[config.mk]
export PLATFORM = sky130hd
export DESIGN_NAME = apb_req_arbiter
export DESIGN_NICKNAME = d
export VERILOG_FILES = /design/src/rtl/apb_pkg.sv /design/src/rtl/apb_rr_pick.sv /design/src/rtl/apb_req_arbiter.sv
export SDC_FILE = /design/constraint.sdc
export NUM_CORES = 1
export LEC_CHECK = 0
export ABC_AREA = 0
export CAP_MARGIN = 20
export CORE_MARGIN = 5
export CORE_UTILIZATION = 30
export DETAILED_ROUTE_END_ITERATION = 10
export PLACE_DENSITY = 0.71
export SLEW_MARGIN = 25
export SYNTH_ARGS = -nofsm -noshare
export SYNTH_HDL_FRONTEND = slang
export SYNTH_HIERARCHICAL = 1
export SYNTH_SLANG_ARGS = --single-unit
[constraint.sdc]
create_clock -name pclk -period 3.05 [get_ports pclk]
set_input_delay 0.61 -clock pclk [delete_from_list [all_inputs] [get_ports pclk]]
set_output_delay 0.61 -clock pclk [all_outputs]
set_load 0.01 [all_outputs]
[src/rtl/apb_pkg.sv]
// Shared types and constants for the APB request arbiter.
package apb_pkg;

  localparam int unsigned ADDR_W      = 5;
  localparam int unsigned DATA_W      = 32;
  localparam int unsigned SEL_W       = 2;
  localparam int unsigned CNT_W       = 8;
  localparam int unsigned TIMEOUT_DEF = 15;

  typedef enum logic [1:0] {
    ST_IDLE  = 2'd0,
    ST_ISSUE = 2'd1,
    ST_WAIT  = 2'd2,
    ST_DONE  = 2'd3
  } apb_state_e;

  typedef struct packed {
    logic              write;
    logic [SEL_W-1:0]  sel;
    logic [ADDR_W-1:0] addr;
    logic [DATA_W-1:0] wdata;
  } apb_req_t;

  // Only slaves 1 and 2 exist on the bus; 0 and 3 are rejected without a bus cycle.
  function automatic logic sel_legal(input logic [SEL_W-1:0] sel);
    return (sel == SEL_W'(1)) || (sel == SEL_W'(2));
  endfunction

endpackage

[src/rtl/apb_rr_pick.sv]
// Two-way round-robin pick: on a tie, the requester not granted last wins.
module apb_rr_pick (
  input  logic valid0,
  input  logic valid1,
  input  logic last_grant,
  output logic winner_c,
  output logic any_c
);

  // Winner index: 0 selects requester 0, 1 selects requester 1.
  always_comb begin
    any_c    = valid0 | valid1;
    winner_c = (valid0 && valid1) ? ~last_grant : valid1;
  end

endmodule

[src/rtl/apb_req_arbiter.sv]
// Arbitrates two requesters onto one APB bridge and returns completion status.
module apb_req_arbiter
  import apb_pkg::*;
#(
  parameter int unsigned TIMEOUT = TIMEOUT_DEF
) (
  input  logic              pclk,
  input  logic              Reset,
  input  logic              req0_valid,
  input  logic              req0_write,
  input  logic [SEL_W-1:0]  req0_sel,
  input  logic [ADDR_W-1:0] req0_addr,
  input  logic [DATA_W-1:0] req0_wdata,
  input  logic              req1_valid,
  input  logic              req1_write,
  input  logic [SEL_W-1:0]  req1_sel,
  input  logic [ADDR_W-1:0] req1_addr,
  input  logic [DATA_W-1:0] req1_wdata,
  output logic              req0_done,
  output logic              req1_done,
  output logic              req_err,
  output logic [DATA_W-1:0] req_rdata,
  output logic              transfer_Master,
  output logic              pwrite_Master,
  output logic [SEL_W-1:0]  Psel,
  output logic [ADDR_W-1:0] write_paddr_Master,
  output logic [ADDR_W-1:0] read_paddr_Master,
  output logic [DATA_W-1:0] write_data_Master,
  input  logic              penable,
  input  logic              pready_slave,
  input  logic [DATA_W-1:0] prdata
);

  apb_state_e        state_q, state_d;
  logic              grant_q, grant_d;
  logic              last_grant_q, last_grant_d;
  logic [CNT_W-1:0]  cnt_q, cnt_d;
  logic [CNT_W-1:0]  cnt_inc;
  logic              load_bus;
  logic              xfer_d;
  logic              done0_d, done1_d;
  logic              err_d;
  logic [DATA_W-1:0] rdata_d;
  logic              winner_c, any_c;
  apb_req_t          req0_c, req1_c, win_c;

  assign req0_c  = '{write: req0_write, sel: req0_sel, addr: req0_addr, wdata: req0_wdata};
  assign req1_c  = '{write: req1_write, sel: req1_sel, addr: req1_addr, wdata: req1_wdata};
  assign win_c   = winner_c ? req1_c : req0_c;
  assign cnt_inc = CNT_W'(cnt_q + CNT_W'(1));

  apb_rr_pick u_pick (
    .valid0     (req0_valid),
    .valid1     (req1_valid),
    .last_grant (last_grant_q),
    .winner_c   (winner_c),
    .any_c      (any_c)
  );

  // State register.
  always_ff @(posedge pclk or negedge Reset) begin
    if (!Reset) state_q <= ST_IDLE;
    else        state_q <= state_d;
  end

  // Next-state, arbitration, wait counting and completion status.
  always_comb begin
    state_d      = state_q;
    grant_d      = grant_q;
    last_grant_d = last_grant_q;
    cnt_d        = cnt_q;
    load_bus     = 1'b0;
    err_d        = req_err;
    rdata_d      = req_rdata;
    case (state_q)
      ST_IDLE: begin
        if (any_c) begin
          grant_d = winner_c;
          if (sel_legal(win_c.sel)) begin
            state_d  = ST_ISSUE;
            load_bus = 1'b1;
          end else begin
            state_d = ST_DONE;
            err_d   = 1'b1;
            rdata_d = '0;
          end
        end
      end
      ST_ISSUE: begin
        state_d = ST_WAIT;
        cnt_d   = '0;
      end
      ST_WAIT: begin
        if (penable && pready_slave) begin
          state_d = ST_DONE;
          err_d   = 1'b0;
          rdata_d = pwrite_Master ? '0 : prdata;
        end else if (penable) begin
          if (cnt_inc == CNT_W'(TIMEOUT)) begin
            state_d = ST_DONE;
            err_d   = 1'b1;
            rdata_d = '0;
          end else begin
            cnt_d = cnt_inc;
          end
        end
      end
      ST_DONE: begin
        state_d      = ST_IDLE;
        last_grant_d = grant_q;
      end
      default: state_d = ST_IDLE;
    endcase
    xfer_d  = (state_d == ST_ISSUE) || (state_d == ST_WAIT);
    done0_d = (state_d == ST_DONE) && (state_q != ST_DONE) && !grant_d;
    done1_d = (state_d == ST_DONE) && (state_q != ST_DONE) &&  grant_d;
  end

  // Arbitration bookkeeping and timeout counter.
  always_ff @(posedge pclk or negedge Reset) begin
    if (!Reset) begin
      grant_q      <= 1'b0;
      last_grant_q <= 1'b1;
      cnt_q        <= '0;
    end else begin
      grant_q      <= grant_d;
      last_grant_q <= last_grant_d;
      cnt_q        <= cnt_d;
    end
  end

  // Registered outputs; bridge fields reload only when a legal request is granted.
  always_ff @(posedge pclk or negedge Reset) begin
    if (!Reset) begin
      req0_done          <= 1'b0;
      req1_done          <= 1'b0;
      req_err            <= 1'b0;
      req_rdata          <= '0;
      transfer_Master    <= 1'b0;
      pwrite_Master      <= 1'b0;
      Psel               <= '0;
      write_paddr_Master <= '0;
      read_paddr_Master  <= '0;
      write_data_Master  <= '0;
    end else begin
      req0_done       <= done0_d;
      req1_done       <= done1_d;
      req_err         <= err_d;
      req_rdata       <= rdata_d;
      transfer_Master <= xfer_d;
      if (load_bus) begin
        pwrite_Master      <= win_c.write;
        Psel               <= win_c.sel;
        write_paddr_Master <= win_c.addr;
        read_paddr_Master  <= win_c.addr;
        write_data_Master  <= win_c.wdata;
      end
    end
  end

endmodule

; ---- Yosys cells after proc, flatten, opt, wreduce, memory -nomap -nowiden
; Cells that the tools add are included.
[word_totals]
ff_bits = 88
input_bits = 118
elab_cells = 76
[classes]
add_sub_neg = 1
n_eq_ne = 17
bitwise_logic = 2
reduce_logical = 13
mux = 30
[ops]
columns = operator, n
row1 = 32-bit two-way mux, 6
row2 = 32-bit one-hot mux with 2 select lines, 1
row3 = 40-bit two-way mux, 1
row4 = 8-bit two-way mux, 3
row5 = 8-bit one-hot mux with 2 select lines, 1
row6 = 2-bit inequality test (second input constant), 6
row7 = 1-bit two-way mux, 11
row8 = 2-bit == test (second input constant), 5
row9 = 2-bit two-way mux, 5
row10 = 8-bit by 1-bit adder with 8-bit output (second input constant), 1
row11 = 8-bit by 4-bit == test with 1-bit output (second input constant), 1
row12 = 2-bit one-hot mux with 4 select lines, 1
row13 = 2-bit by 1-bit == test with 1-bit output (second input constant), 3
row14 = 3-bit inequality test (second input constant), 2
row15 = 1-bit logical AND, 5
row16 = 5-bit AND reduction, 1
row17 = 4-bit AND reduction, 1
row18 = 2-bit nonzero test, 2
row19 = 2-bit logical NOT, 1
row20 = 1-bit logical OR, 2
row21 = 1-bit one-hot mux with 2 select lines, 1
row22 = 1-bit logical NOT, 1
row23 = 1-bit NOT, 1
row24 = 1-bit bitwise OR, 1

; ---- Depth between registers and ports, before layout
; Gate-level depths: netlist of run 1.
[logic_depth]
ltp_word = 11
depth_mapped = 10
depth_no_buf = 9

; ---- Modules after synthesis
; The synthesis of run 1 kept the hierarchy.
[by_module_without_submodules]
columns = module, cells_per_inst, n_inst, area_each_um2
row1 = apb_req_arbiter, 406, 1, 4354.2
row2 = apb_rr_pick, 2, 1, 13.8

; ---- Worst setup path before layout of run 1
; OpenSTA, ideal clock, no wires.
[synth_path]
kind = in2reg
start = input req1_valid
end = register write_data_Master[20]
slack_ns = 0.872
path_stages = 7
t_arrival_ns = 2.046
setup_ns = 0.132
path_cell_list = a21boi_1 > clkbuf_1 > mux2i_1 > nand2b_1 > clkbuf_1 > clkbuf_1 > o21ai_1
[synth_via]
elab_chain_len = 8
word_cells_on_any_way = 10
[synth_rtl]
columns = item, line
row1 = "start, declared", apb_req_arbiter.sv:14  ; input logic req1_valid,
row2 = 1-bit logical AND, apb_rr_pick.sv:13  ; winner_c = (valid0 && valid1) ? ~last_grant : valid1;
row3 = 1-bit two-way mux, apb_rr_pick.sv:13
row4 = 40-bit two-way mux, apb_req_arbiter.sv:49  ; assign win_c = winner_c ? req1_c : req0_c;
row5 = 2-bit by 1-bit == test with 1-bit output or 2-bit == test (tied branches), apb_pkg.sv:26  ; return (sel == SEL_W'(1)) || (sel == SEL_W'(2));
row6 = 1-bit logical OR, apb_pkg.sv:26
row7 = 1-bit two-way mux, apb_req_arbiter.sv:79  ; if (sel_legal(win_c.sel)) begin
row8 = 1-bit two-way mux, apb_req_arbiter.sv:77  ; if (any_c) begin
row9 = 1-bit two-way mux, apb_req_arbiter.sv:75  ; case (state_q)
row10 = "end signal, assigned", apb_req_arbiter.sv:156  ; write_data_Master <= win_c.wdata;
row11 = "end, declared", apb_req_arbiter.sv:28  ; output logic [DATA_W-1:0] write_data_Master,
; Several ways; a longest one is shown, not always the timed one.
; A chain may end at the register's enable or synchronous reset.

; ---- Worst setup path after layout of run 1
[layout_path]
start = register cnt_q[0]
end = register req_err
[layout_via]
elab_chain_len = 4
[layout_rtl]
columns = item, line
row1 = "start, declared", apb_req_arbiter.sv:37  ; logic [CNT_W-1:0] cnt_q, cnt_d;
row2 = "start signal, assigned", apb_req_arbiter.sv:128  ; cnt_q <= cnt_d;
row3 = 8-bit by 1-bit adder with 8-bit output, apb_req_arbiter.sv:50  ; assign cnt_inc = CNT_W'(cnt_q + CNT_W'(1));
row4 = 8-bit by 4-bit == test with 1-bit output, apb_req_arbiter.sv:99  ; if (cnt_inc == CNT_W'(TIMEOUT)) begin
row5 = 3-bit inequality test (no source line), --
row6 = 5-bit AND reduction (no source line), --
row7 = "end signal, assigned", apb_req_arbiter.sv:148  ; req_err <= err_d;
row8 = "end, declared", apb_req_arbiter.sv:21  ; output logic req_err,
; No other way between the ends.

==> results of run 1 <==
cells by family after synthesis:
family	synth area share (%)
simple gates	9.539
flops	50.44
xor+xnor	0.4011
compound gates	23.43
buf+inv	4.640
fa+ha+maj	0.8594
mux	10.68
critical path, stage by stage, from the launching register on:
cell and delay, ns:
dfrtp_1 0.54, ha_1 0.29, and3_1 0.34, a311o_1 0.28, o31ai_4 0.15, a21oi_4 0.71, a221oi_1 0.17
flip-flops by register name, indices dropped and copies added (netlist names):
name,cells
state_q,2
req_err,1
cnt_q,8
write_data_Master,32
req_rdata,32
req1_done,1
transfer_Master,1
pwrite_Master,1
read_paddr_Master,5
last_grant_q,1
Psel,2
req0_done,1
grant_q,1
how the worst max path moves through the flow:
| stage | startpoint | end | slack, ns | cells past startpoint |
|---|---|---|---|---|
| floorplan | req1_valid | write_data_Master[20] | 0.87 | 7 |
| global placement | cnt_q[0] | req_err | 0.44 | 6 |
| detailed placement | cnt_q[0] | req_err | 0.35 | 6 |
| CTS | cnt_q[0] | req_err | 0.36 | 6 |
| global route | cnt_q[0] | req_err | 0.17 | 6 |
| finish | cnt_q[0] | req_err | 0.40 | 6 |
power breakdown:
group | internal, mW | switching, mW
clock network | 0.565 | 0.430
logic | 1.64 | 1.21
registers | 1.70 | 0.444
placed cells by master, fill, tap and decap left out, types with 7 or more instances in the layout:
master / instances
a21o_1: 32
a21oi_1: 7
a22o_1: 34
clkbuf_16: 9
clkdlybuf4s50_1: 197
dfrtp_1: 87
inv_1: 7
mux2i_1: 41
nand2_1: 51
nor2_1: 7
o21ai_0: 42
stage by stage:
step	instance area (sq um)	instances	util [%]	power, mW	worst slack (ns)
finish	6753	777	46.82	5.995	0.4007
global route	6753	777	46.82	6.431	0.1716
CTS	6753	777	46.82	6.097	0.3608
detailed placement	6497	763	45.05	5.051	0.3475
global placement	6497	763	45.05	4.955	0.4366
floorplan	4368	408	-	3.574	0.8718
layer usage:
metal | GRT usage, % | vias to the layer above
li1 | - | 1825
met1 | 16.64 | 1785
met2 | 25.40 | 118
met4 | 4.114 | 0
met5 | 0 | -
met3 | 6.341 | 18
area by class of cell:
class,instances,area (sq um),share of cell area [%]
tap,184,230.2,3.409
inverter,8,30.03,0.4447
clock inverter,1,5.005,0.07412
multi-input combinational,279,1984,29.39
clock buffer,13,250.2,3.706
sequential,88,2203,32.63
timing repair buffer,204,2049,30.35
==> metrics.md, run 1 <==
| Metric | Value |
|---|---|
| Status | `complete, no violations` |
| Post-CTS resize count | `0` |
| Top cell type's share of synthesized area | `49.84%` |
| Worst EP required | `3.21 ns` |
| Hold-fix buffers, CTS | `0` |
| DR iter-0 viols | `235` |
| Root buf cell | `clkbuf_16` |
| Setup Total Neg Slack | `0 ns` |
| Row cnt | `44` |
| Worst R2R Start | `cnt_q[0]` |
| Largest net degree at the start of global routing | `77` |
| Worst Setup End Kind | `flop` |
| Final count of pins violating max slew | `0` |
| TritonCTS clock tree | `built` |
| Max Clock Freq | `377.5 MHz` |
| Worst VDD drop | `488.8 uV` |
| Critical Path Fanout Max | `33` |
| Worst slew pin tran | `0.8525 ns` |
| Max Root-Sink Buffers | `2` |
| Share of cells above drive strength 1 | `5.902%` |
| Area of the core | `0.01442 sq mm` |
| Synth area leader | `dfrtp_1` |
| Synth Warn # | `6` |
| Largest cells by area after synthesis | `dfrtp_1, mux2i_1, a22o_1` |
| Commonest cells post-synth | `dfrtp_1, nand2_1, o21ai_0, mux2i_1, a22o_1` |
| Cells after synthesis | `408` |
| Syn Nets | `529` |
| H-tree depth | `3` |
| Worst reg-to-reg path cell count | `6` |
| Layout Nets | `711` |
| Most numerous cell in the Yosys netlist | `dfrtp_1` |
| PD cells | `887.9 mW/mm^2` |
| Startpoint class of the critical path | `flop` |
| Post-detailed-route count of antenna-violating nets | `0` |
| Initial antenna violation count | `0` |
| Synth Area per Inst | `10.71 sq um` |
| Slew margin rel. | `43.04%` |
| Gr usage total | `14.71%` |
| # DRC | `0` |
| Min-Delay Path Class | `input pin to asynchronous set/reset pin` |
| Ant. Diodes | `0` |
| # port buffers | `198` |
| Highest Signal Layer | `met4` |
| Die width | `130.7 um` |
| Synth-to-Final Area Change | `54.60%` |
| Clock sinks | `88` |
| Vias in the first global route | `4058` |
| Die Ht | `130.7 um` |
| Ys flop type | `dfrtp_1` |
| Number of fill cells in the layout | `1382` |
| Met3 WL | `1.058 mm` |
| Mean routed wirelength per cell | `15.98 um` |
| CP Data Arrival Time | `2.81 ns` |
| Worst Path Class, Setup | `flop to flop` |
| Die area | `0.01707 sq mm` |
| Detail Route met2 WL | `6.297 mm` |
| Skew final | `0.004349 ns` |
| Remaining global-route overflow | `0` |
| Wl on met1 | `4.813 mm` |
| Final wirelength | `12.41 mm` |
| Post-synthesis cell type count | `52` |
| Starting density of the core | `30.28%` |
| RePlAce Congestion | `0.8035` |
| Ports | `199` |
| Reg2reg end | `req_err` |
| MaxCap Viol Count | `0` |
| Vias per Instance | `4.821` |
| Lkg Pwr | `2.933 nW` |
| RSZ-0062 raised after global routing | `false` |
| Ys async rst share | `100.0%` |
| Hold WS | `0.2931 ns` |
| Setup bufs post-CTS | `0` |
| Clock Latency Late Sink | `0.34 ns` |
| Vias | `3746` |
| 1st-pass router iterations | `4` |
| EDFF count, synth | `0` |
| Final setup fails | `0` |
| First-pass GRT wire length | `19.83 mm` |
| Final min period | `2.649 ns` |
| Hold Vio Cnt, Final | `0` |
| Post-DP HPWL | `9.272 mm` |
| Reg2reg setup slack | `0.40 ns` |
| Post-synthesis register bit count | `88` |
| Synthesized area | `0.004368 sq mm` |
| Cts bufs inserted | `9` |
| Final cycle utilization of the critical path | `86.86%` |
| Register area share after synthesis | `50.44%` |
| Worst-path clk slew | `0.06 ns` |
(Power assumes the default switching activity.)
==> run 2, diff against run 1 <==
--- a/config.mk
+++ b/config.mk
@@ -11,6 +11,7 @@
 export CORE_UTILIZATION = 30
 export DETAILED_ROUTE_END_ITERATION = 10
 export PLACE_DENSITY = 0.71
+export SKIP_CTS_REPAIR_TIMING = 1
 export SLEW_MARGIN = 25
 export SYNTH_ARGS = -nofsm -noshare
 export SYNTH_HDL_FRONTEND = slang
==> constraint.sdc (replaced) <==
create_clock -name pclk -period 2.76 [get_ports pclk]
set_input_delay 0.552 -clock pclk [delete_from_list [all_inputs] [get_ports pclk]]
set_output_delay 0.552 -clock pclk [all_outputs]
set_load 0.01 [all_outputs]
==> run 2 against run 1 <==
Utilization up 0.73 points. First-iteration DRC count shrank 21%. Die area is the same. Worst hold slack lost 0.062 ns. Critical path type unchanged. Largest cell class unchanged. Cell area increased by 1.6%. Clock power grew 40%.
==> metrics.md, run 2 (synthesized netlist as in run 1, its figures left out) <==
| Metric | Value |
|---|---|
| Area of the core | `0.01442 sq mm (unchanged)` |
| Worst R2R Start | `cnt_q[1] (was cnt_q[0])` |
| Worst VDD drop | `425.4 uV (was 488.8 uV)` |
| Synth-to-Final Area Change | `57.00% (was 54.60%)` |
| 1st-pass router iterations | `4 (unchanged)` |
| Worst EP required | `2.92 ns (was 3.21 ns)` |
| Post-detailed-route count of antenna-violating nets | `0 (unchanged)` |
| Mean routed wirelength per cell | `16.35 um (was 15.98 um)` |
| Share of cells above drive strength 1 | `7.191% (was 5.902%)` |
| Leading cell types in the layout, fill and taps excluded | `clkdlybuf4s50_1, dfrtp_1, nand2_1, o21ai_0, mux2i_1 (unchanged)` |
| Cts bufs inserted | `9 (unchanged)` |
| Vias per Instance | `4.923 (was 4.821)` |
| DR iter-0 viols | `185 (was 235)` |
| Max Root-Sink Buffers | `2 (unchanged)` |
| Number of fill cells in the layout | `1349 (was 1382)` |
| Post-DP HPWL | `9.374 mm (was 9.272 mm)` |
| Die width | `130.7 um (unchanged)` |
| Initial antenna violation count | `0 (unchanged)` |
| Max Clock Freq | `392.9 MHz (was 377.5 MHz)` |
| Post-layout instance area | `0.006858 sq mm (was 0.006753 sq mm)` |
| Min-Delay Path Class | `input pin to asynchronous set/reset pin (unchanged)` |
| Worst path bufs/invs | `0 (unchanged)` |
| Hold WS | `0.2307 ns (was 0.2931 ns)` |
| Final setup fails | `0 (unchanged)` |
| Area of the multi-input gates | `0.001986 sq mm (was 0.001984 sq mm)` |
| Worst-path clk slew | `0.06 ns (about the same)` |
| Placed cell areas | `0.006505 sq mm (was 0.006497 sq mm)` |
| Worst Path Class, Setup | `flop to flop (unchanged)` |
| Worst Setup End Kind | `flop (unchanged)` |
| Largest net degree at the start of global routing | `77 (unchanged)` |
| # port buffers | `198 (unchanged)` |
| Starting density of the core | `30.28% (unchanged)` |
| Worst slew pin tran | `0.8645 ns (was 0.8525 ns)` |
| RSZ-0062 raised after global routing | `false (unchanged)` |
| Status | `complete, no violations (unchanged)` |
| Slew margin rel. | `42.23% (was 43.04%)` |
| Critical path startpoint | `cnt_q[1] (was cnt_q[0])` |
| Remaining global-route overflow | `0 (unchanged)` |
| H-tree depth | `3 (unchanged)` |
| Row cnt | `44 (unchanged)` |
| Hold Vio Cnt, Final | `0 (unchanged)` |
| Final min period | `2.545 ns (was 2.649 ns)` |
| Storage cell area | `0.002203 sq mm (unchanged)` |
| CP Data Arrival Time | `2.71 ns (was 2.81 ns)` |
| Lkg Pwr | `2.985 nW (was 2.933 nW)` |
| Final WS setup | `0.2148 ns (was 0.4007 ns)` |
| Critical-path cell list | `ha_1 > and3_2 > a41oi_1 > a211oi_4 > a21oi_4 > a221oi_1 (was ha_1 > and3_1 > a311o_1 > o31ai_4 > a21oi_4 > a221oi_1)` |
| MaxCap Viol Count | `0 (unchanged)` |
| Final wirelength | `12.79 mm (was 12.41 mm)` |
| TritonCTS clock tree | `built (unchanged)` |
| Gr usage total | `15.13% (was 14.71%)` |
| Die Ht | `130.7 um (unchanged)` |
| Ant. Diodes | `0 (unchanged)` |
| Ports | `199 (unchanged)` |
| Skew final | `0.006228 ns (was 0.004349 ns)` |
| Critical path's top delay family | `compound AO/OA/AOI/OAI gates (unchanged)` |
| PD cells | `1011 mW/mm^2 (was 887.9 mW/mm^2)` |
| Startpoint class of the critical path | `flop (unchanged)` |
| Pre-CTS WS | `0.1213 ns (was 0.3475 ns)` |
| Layout Nets | `714 (was 711)` |
| # DRC | `0 (unchanged)` |
| First-pass GRT wire length | `20.49 mm (was 19.83 mm)` |
| Clock sinks | `88 (unchanged)` |
| CP max-delay cell | `a21oi_4 (unchanged)` |
| Largest stage delay, worst path | `0.71 ns (about the same)` |
| Vias | `3850 (was 3746)` |
| Final cycle utilization of the critical path | `92.22% (was 86.86%)` |
| Critical Path Fanout Max | `33 (unchanged)` |
| Setup Total Neg Slack | `0 ns (unchanged)` |
| Root buf cell | `clkbuf_16 (unchanged)` |
| Clock Latency Late Sink | `0.34 ns (about the same)` |
| Fin util | `47.55% (was 46.82%)` |
| Final count of pins violating max slew | `0 (unchanged)` |
| Most common cell after layout, fill and taps aside | `clkdlybuf4s50_1 (unchanged)` |
| Vias in the first global route | `4141 (was 4058)` |
| RePlAce Congestion | `0.7902 (was 0.8035)` |
| Die area | `0.01707 sq mm (unchanged)` |
| Largest regs | `req_rdata: 32 flops, write_data_Master: 32 flops, cnt_q: 8 flops (unchanged)` |
## run 2: changes by cell type in the layout (fill, tap and decap cells not counted), sizes merged
cell and change:
clkinv +1, bufinv +3, clkinvlp +1, clkbuf -3, buf +3
## run 2: final cells by class
class,count,share of cell area [%]
Clock buffer,10,3.339
Clock inverter,6,1.569
Inverter,8,0.4379
Multi-Input combinational cell,279,28.95
Sequential cell,88,32.13
Tap cell,184,3.357
Timing Repair Buffer,207,30.21
## run 2: final timing paths
check,to,slack (ns),cells past startpoint
worst max-delay path,req_err,0.21,6
worst min-delay path,cnt_q[2],0.23,1
worst max register to register,req_err,0.21,6
worst min register to register,write_data_Master[15],0.47,2
max in group asynchronous,last_grant_q,1.82,2
min in group pclk,write_data_Master[15],0.47,2
## run 2: through the flow
| step | total power [mW] | instances |
|---|---|---|
| after floorplan | 3.950 | 408 |
| after global placement | 5.484 | 764 |
| after detailed placement | 5.584 | 764 |
| after CTS | 7.021 | 780 |
| after global routing | 7.413 | 782 |
| final | 6.932 | 782 |
## run 2: metal layers
layer / share of wire (%) / global-route usage [%] / routed length (um)
met4: 0.92 / 4.235 / 118
met5: 0 / 0 / 0
met3: 7.1 / 4.959 / 907
met2: 53 / 26.84 / 6738
met1: 39 / 17.49 / 5022
## run 2: where the power goes
group	leakage (nW)	switching (mW)	internal, mW
Sequential	1.05	0.476	1.88
Combinational	1.77	1.36	1.83
Clock	0.162	0.512	0.882
Total	2.98	2.34	4.59
## run 2: worst register-to-register path, cell delays in order, from the launching register on
cell and delay [ns]:
dfrtp_1 0.48, ha_1 0.30, and3_2 0.26, a41oi_1 0.35, a211oi_4 0.10, a21oi_4 0.71, a221oi_1 0.17
==> run 3, diff against run 2 <==
--- a/config.mk
+++ b/config.mk
@@ -10,8 +10,7 @@
 export CORE_MARGIN = 5
 export CORE_UTILIZATION = 30
 export DETAILED_ROUTE_END_ITERATION = 10
-export PLACE_DENSITY = 0.71
-export SKIP_CTS_REPAIR_TIMING = 1
+export PLACE_DENSITY = 0.59
 export SLEW_MARGIN = 25
 export SYNTH_ARGS = -nofsm -noshare
 export SYNTH_HDL_FRONTEND = slang
==> run 3 against run 2 <==
Combinational power is essentially flat. Die area unchanged. Sequential share of layout area is 0.11 points higher. Utilization decreased by 0.16 points. Worst setup slack got worse by 0.0053 ns. Cell count grew 0.13%. Count of clock-buffer cells in the layout grew 1. Fmax down 0.21%. Worst hold slack worse by 0.078 ns. Routed wire length grew 2.1%. Power fell by 1.8%. Flip-flop and latch count is the same. Largest cell class unchanged.
==> metrics.md, run 3 (synthesized netlist as in run 1, its figures left out) <==
| Metric | Value |
|---|---|
| First-pass GRT wire length | `20.52 mm (was 20.49 mm)` |
| Ant. Diodes | `0 (unchanged)` |
| Largest net degree at the start of global routing | `71 (was 77)` |
| Vias | `3758 (was 3850)` |
| Layout Nets | `715 (was 714)` |
| Critical-path cell list | `ha_1 > and3_2 > a41oi_1 > a211oi_4 > a21oi_4 > a221oi_1 (unchanged)` |
| Vias per Instance | `4.799 (was 4.923)` |
| Worst-path clk slew | `0.07 ns (was 0.06 ns)` |
| Placed cell areas | `0.006507 sq mm (was 0.006505 sq mm)` |
| Slew margin rel. | `40.52% (was 42.23%)` |
| Setup Total Neg Slack | `0 ns (unchanged)` |
| Final wirelength | `13.06 mm (was 12.79 mm)` |
| # port buffers | `198 (unchanged)` |
| Die Ht | `130.7 um (unchanged)` |
| Worst Path Class, Setup | `flop to flop (unchanged)` |
| Worst EP required | `2.92 ns (about the same)` |
| Final min period | `2.550 ns (was 2.545 ns)` |
| Most common cell after layout, fill and taps aside | `clkdlybuf4s50_1 (unchanged)` |
| Initial antenna violation count | `0 (unchanged)` |
| Worst slew pin tran | `0.8903 ns (was 0.8645 ns)` |
| RePlAce Congestion | `0.8202 (was 0.7902)` |
| # DRC | `0 (unchanged)` |
| H-tree depth | `3 (unchanged)` |
| Worst Setup End Kind | `flop (unchanged)` |
| Post-DP HPWL | `9.973 mm (was 9.374 mm)` |
| Power share of the clock group | `18.4% (was 20.1%)` |
| CP Data Arrival Time | `2.71 ns (about the same)` |
| Non-filler cells, final | `783 (was 782)` |
| Number of fill cells in the layout | `1422 (was 1349)` |
| Hold-fix buffers, CTS | `0` |
| Hold Vio Cnt, Final | `0 (unchanged)` |
| Max Root-Sink Buffers | `2 (unchanged)` |
| Row cnt | `44 (unchanged)` |
| Psw | `2.370 mW (was 2.343 mW)` |
| Ports | `199 (unchanged)` |
| PD cells | `996.4 mW/mm^2 (was 1011 mW/mm^2)` |
| Skew final | `0.01244 ns (was 0.006228 ns)` |
| Vias in the first global route | `3993 (was 4141)` |
| RSZ-0062 raised after global routing | `false (unchanged)` |
| Status | `complete, no violations (unchanged)` |
| Remaining global-route overflow | `0 (unchanged)` |
| Gr usage total | `15.37% (was 15.13%)` |
| Post-layout instance area | `0.006834 sq mm (was 0.006858 sq mm)` |
| Synth-to-Final Area Change | `56.46% (was 57.00%)` |
| Critical Path Fanout Max | `33 (unchanged)` |
| Switch share | `34.81% (was 33.80%)` |
| Mean routed wirelength per cell | `16.68 um (was 16.35 um)` |
| CP max-delay cell | `a21oi_4 (unchanged)` |
| DR iter-0 viols | `235 (was 185)` |
| Startpoint class of the critical path | `flop (unchanged)` |
| Final cycle utilization of the critical path | `92.41% (was 92.22%)` |
| Leading cell types in the layout, fill and taps excluded | `clkdlybuf4s50_1, dfrtp_1, nand2_1, o21ai_0, mux2i_1 (unchanged)` |
| Comb pwr share | `46.9% (was 45.9%)` |
| Largest regs | `req_rdata: 32 flops, write_data_Master: 32 flops, cnt_q: 8 flops (unchanged)` |
| Starting density of the core | `30.28% (unchanged)` |
| Area of the core | `0.01442 sq mm (unchanged)` |
| Cts bufs inserted | `9 (unchanged)` |
| Largest stage delay, worst path | `0.73 ns (was 0.71 ns)` |
| Share of cells above drive strength 1 | `7.346% (was 7.191%)` |
| MaxCap Viol Count | `0 (unchanged)` |
| Storage cell area | `0.002203 sq mm (unchanged)` |
| Min-Delay Path Class | `input pin to asynchronous set/reset pin (unchanged)` |
| Die width | `130.7 um (unchanged)` |
| Pre-CTS WS | `0.1330 ns (was 0.1213 ns)` |
| Area of the multi-input gates | `0.001986 sq mm (unchanged)` |
| Worst reg-to-reg path cell count | `6 (unchanged)` |
| Dpl cells | `766 (was 764)` |
| Flop pwr share | `34.6% (was 33.9%)` |
| Root buf cell | `clkbuf_16 (unchanged)` |
| Cell Int Power | `4.439 mW (was 4.589 mW)` |
| Final setup fails | `0 (unchanged)` |
| Die area | `0.01707 sq mm (unchanged)` |
| Max Clock Freq | `392.1 MHz (was 392.9 MHz)` |
| Clock sinks | `88 (unchanged)` |
| Final WS setup | `0.2095 ns (was 0.2148 ns)` |
| 1st-pass router iterations | `4 (unchanged)` |
| Setup bufs post-CTS | `0` |
| Lkg Pwr | `2.968 nW (was 2.985 nW)` |
| Final count of pins violating max slew | `0 (unchanged)` |
| Post-detailed-route count of antenna-violating nets | `0 (unchanged)` |
| Clock Latency Late Sink | `0.34 ns (about the same)` |
| Worst VDD drop | `352.5 uV (was 425.4 uV)` |
| TritonCTS clock tree | `built (unchanged)` |
[run 3: changes by cell type in the layout (fill, tap and decap cells not counted), sizes merged]
| cell | change |
|---|---|
| inv | +2 |
| clkinvlp | +1 |
| buf | +1 |
| clkinv | -2 |
| clkbuf | +1 |
| bufinv | -2 |
[run 3: routing by layer]
metal	wire length [um]	track usage (%)	share of wire, %	vias up
met5	0	0	0	-
met2	6622	26.36	51	114
met1	5042	17.33	39	1787
li1	-	-	-	1840
met3	1138	6.626	8.7	17
met4	255	4.779	2.0	0
[run 3: power by group through the flow]
stage / logic (mW) / clock network, mW / registers [mW]
2_1_floorplan: 1.45 / 0 / 2.50
4_1_cts: 3.26 / 1.30 / 2.37
5_1_grt: 3.49 / 1.37 / 2.45
6_report: 3.20 / 1.25 / 2.36
3_5_place_dp: 3.24 / 0 / 2.38
3_3_place_gp: 3.18 / 0 / 2.35
[run 3: final timing paths]
check                                            from               endpoint  slack, ns
worst max-delay path                         cnt_q[1]                req_err       0.21
worst min-delay path                            Reset  write_data_Master[20]       0.15
worst max register to register               cnt_q[1]                req_err       0.21
worst min register to register  write_data_Master[19]  write_data_Master[19]       0.48
max in group asynchronous                       Reset   read_paddr_Master[4]       1.75
min in group pclk               write_data_Master[19]  write_data_Master[19]       0.48
[run 3: cell type report]
type,count,area share (%)
clock buffers,11,3.552
well taps,184,3.369
repair buffers,208,30.43
inverters,8,0.4394
clock inverters,5,0.9154
flip-flops and latches,88,32.24
multi-input cells,279,29.06
[run 3: stage by stage]
stage               power (mW)  hold WS, ns  util, %
CTS                      6.927       0.3718    47.23
finish                   6.810       0.1527    47.38
global route             7.305       0.1839    47.38
global placement         5.530       0.4614    45.12
detailed placement       5.623       0.4693    45.12
floorplan                3.950       0.2564        -
[run 3: what timing repair did]
action                     CTS  global route
setup endpoints to repair    0             1
hold endpoints to repair     0             0
resized for setup            0             1
[run 3: worst max-delay path: cells and delay by family (launching register included)]
| family | cells | cell delay [ns] |
|---|---|---|
| flops | 1 | 0.47 |
| compound gates | 4 | 1.37 |
| simple gates | 1 | 0.25 |
| fa+ha+maj | 1 | 0.28 |
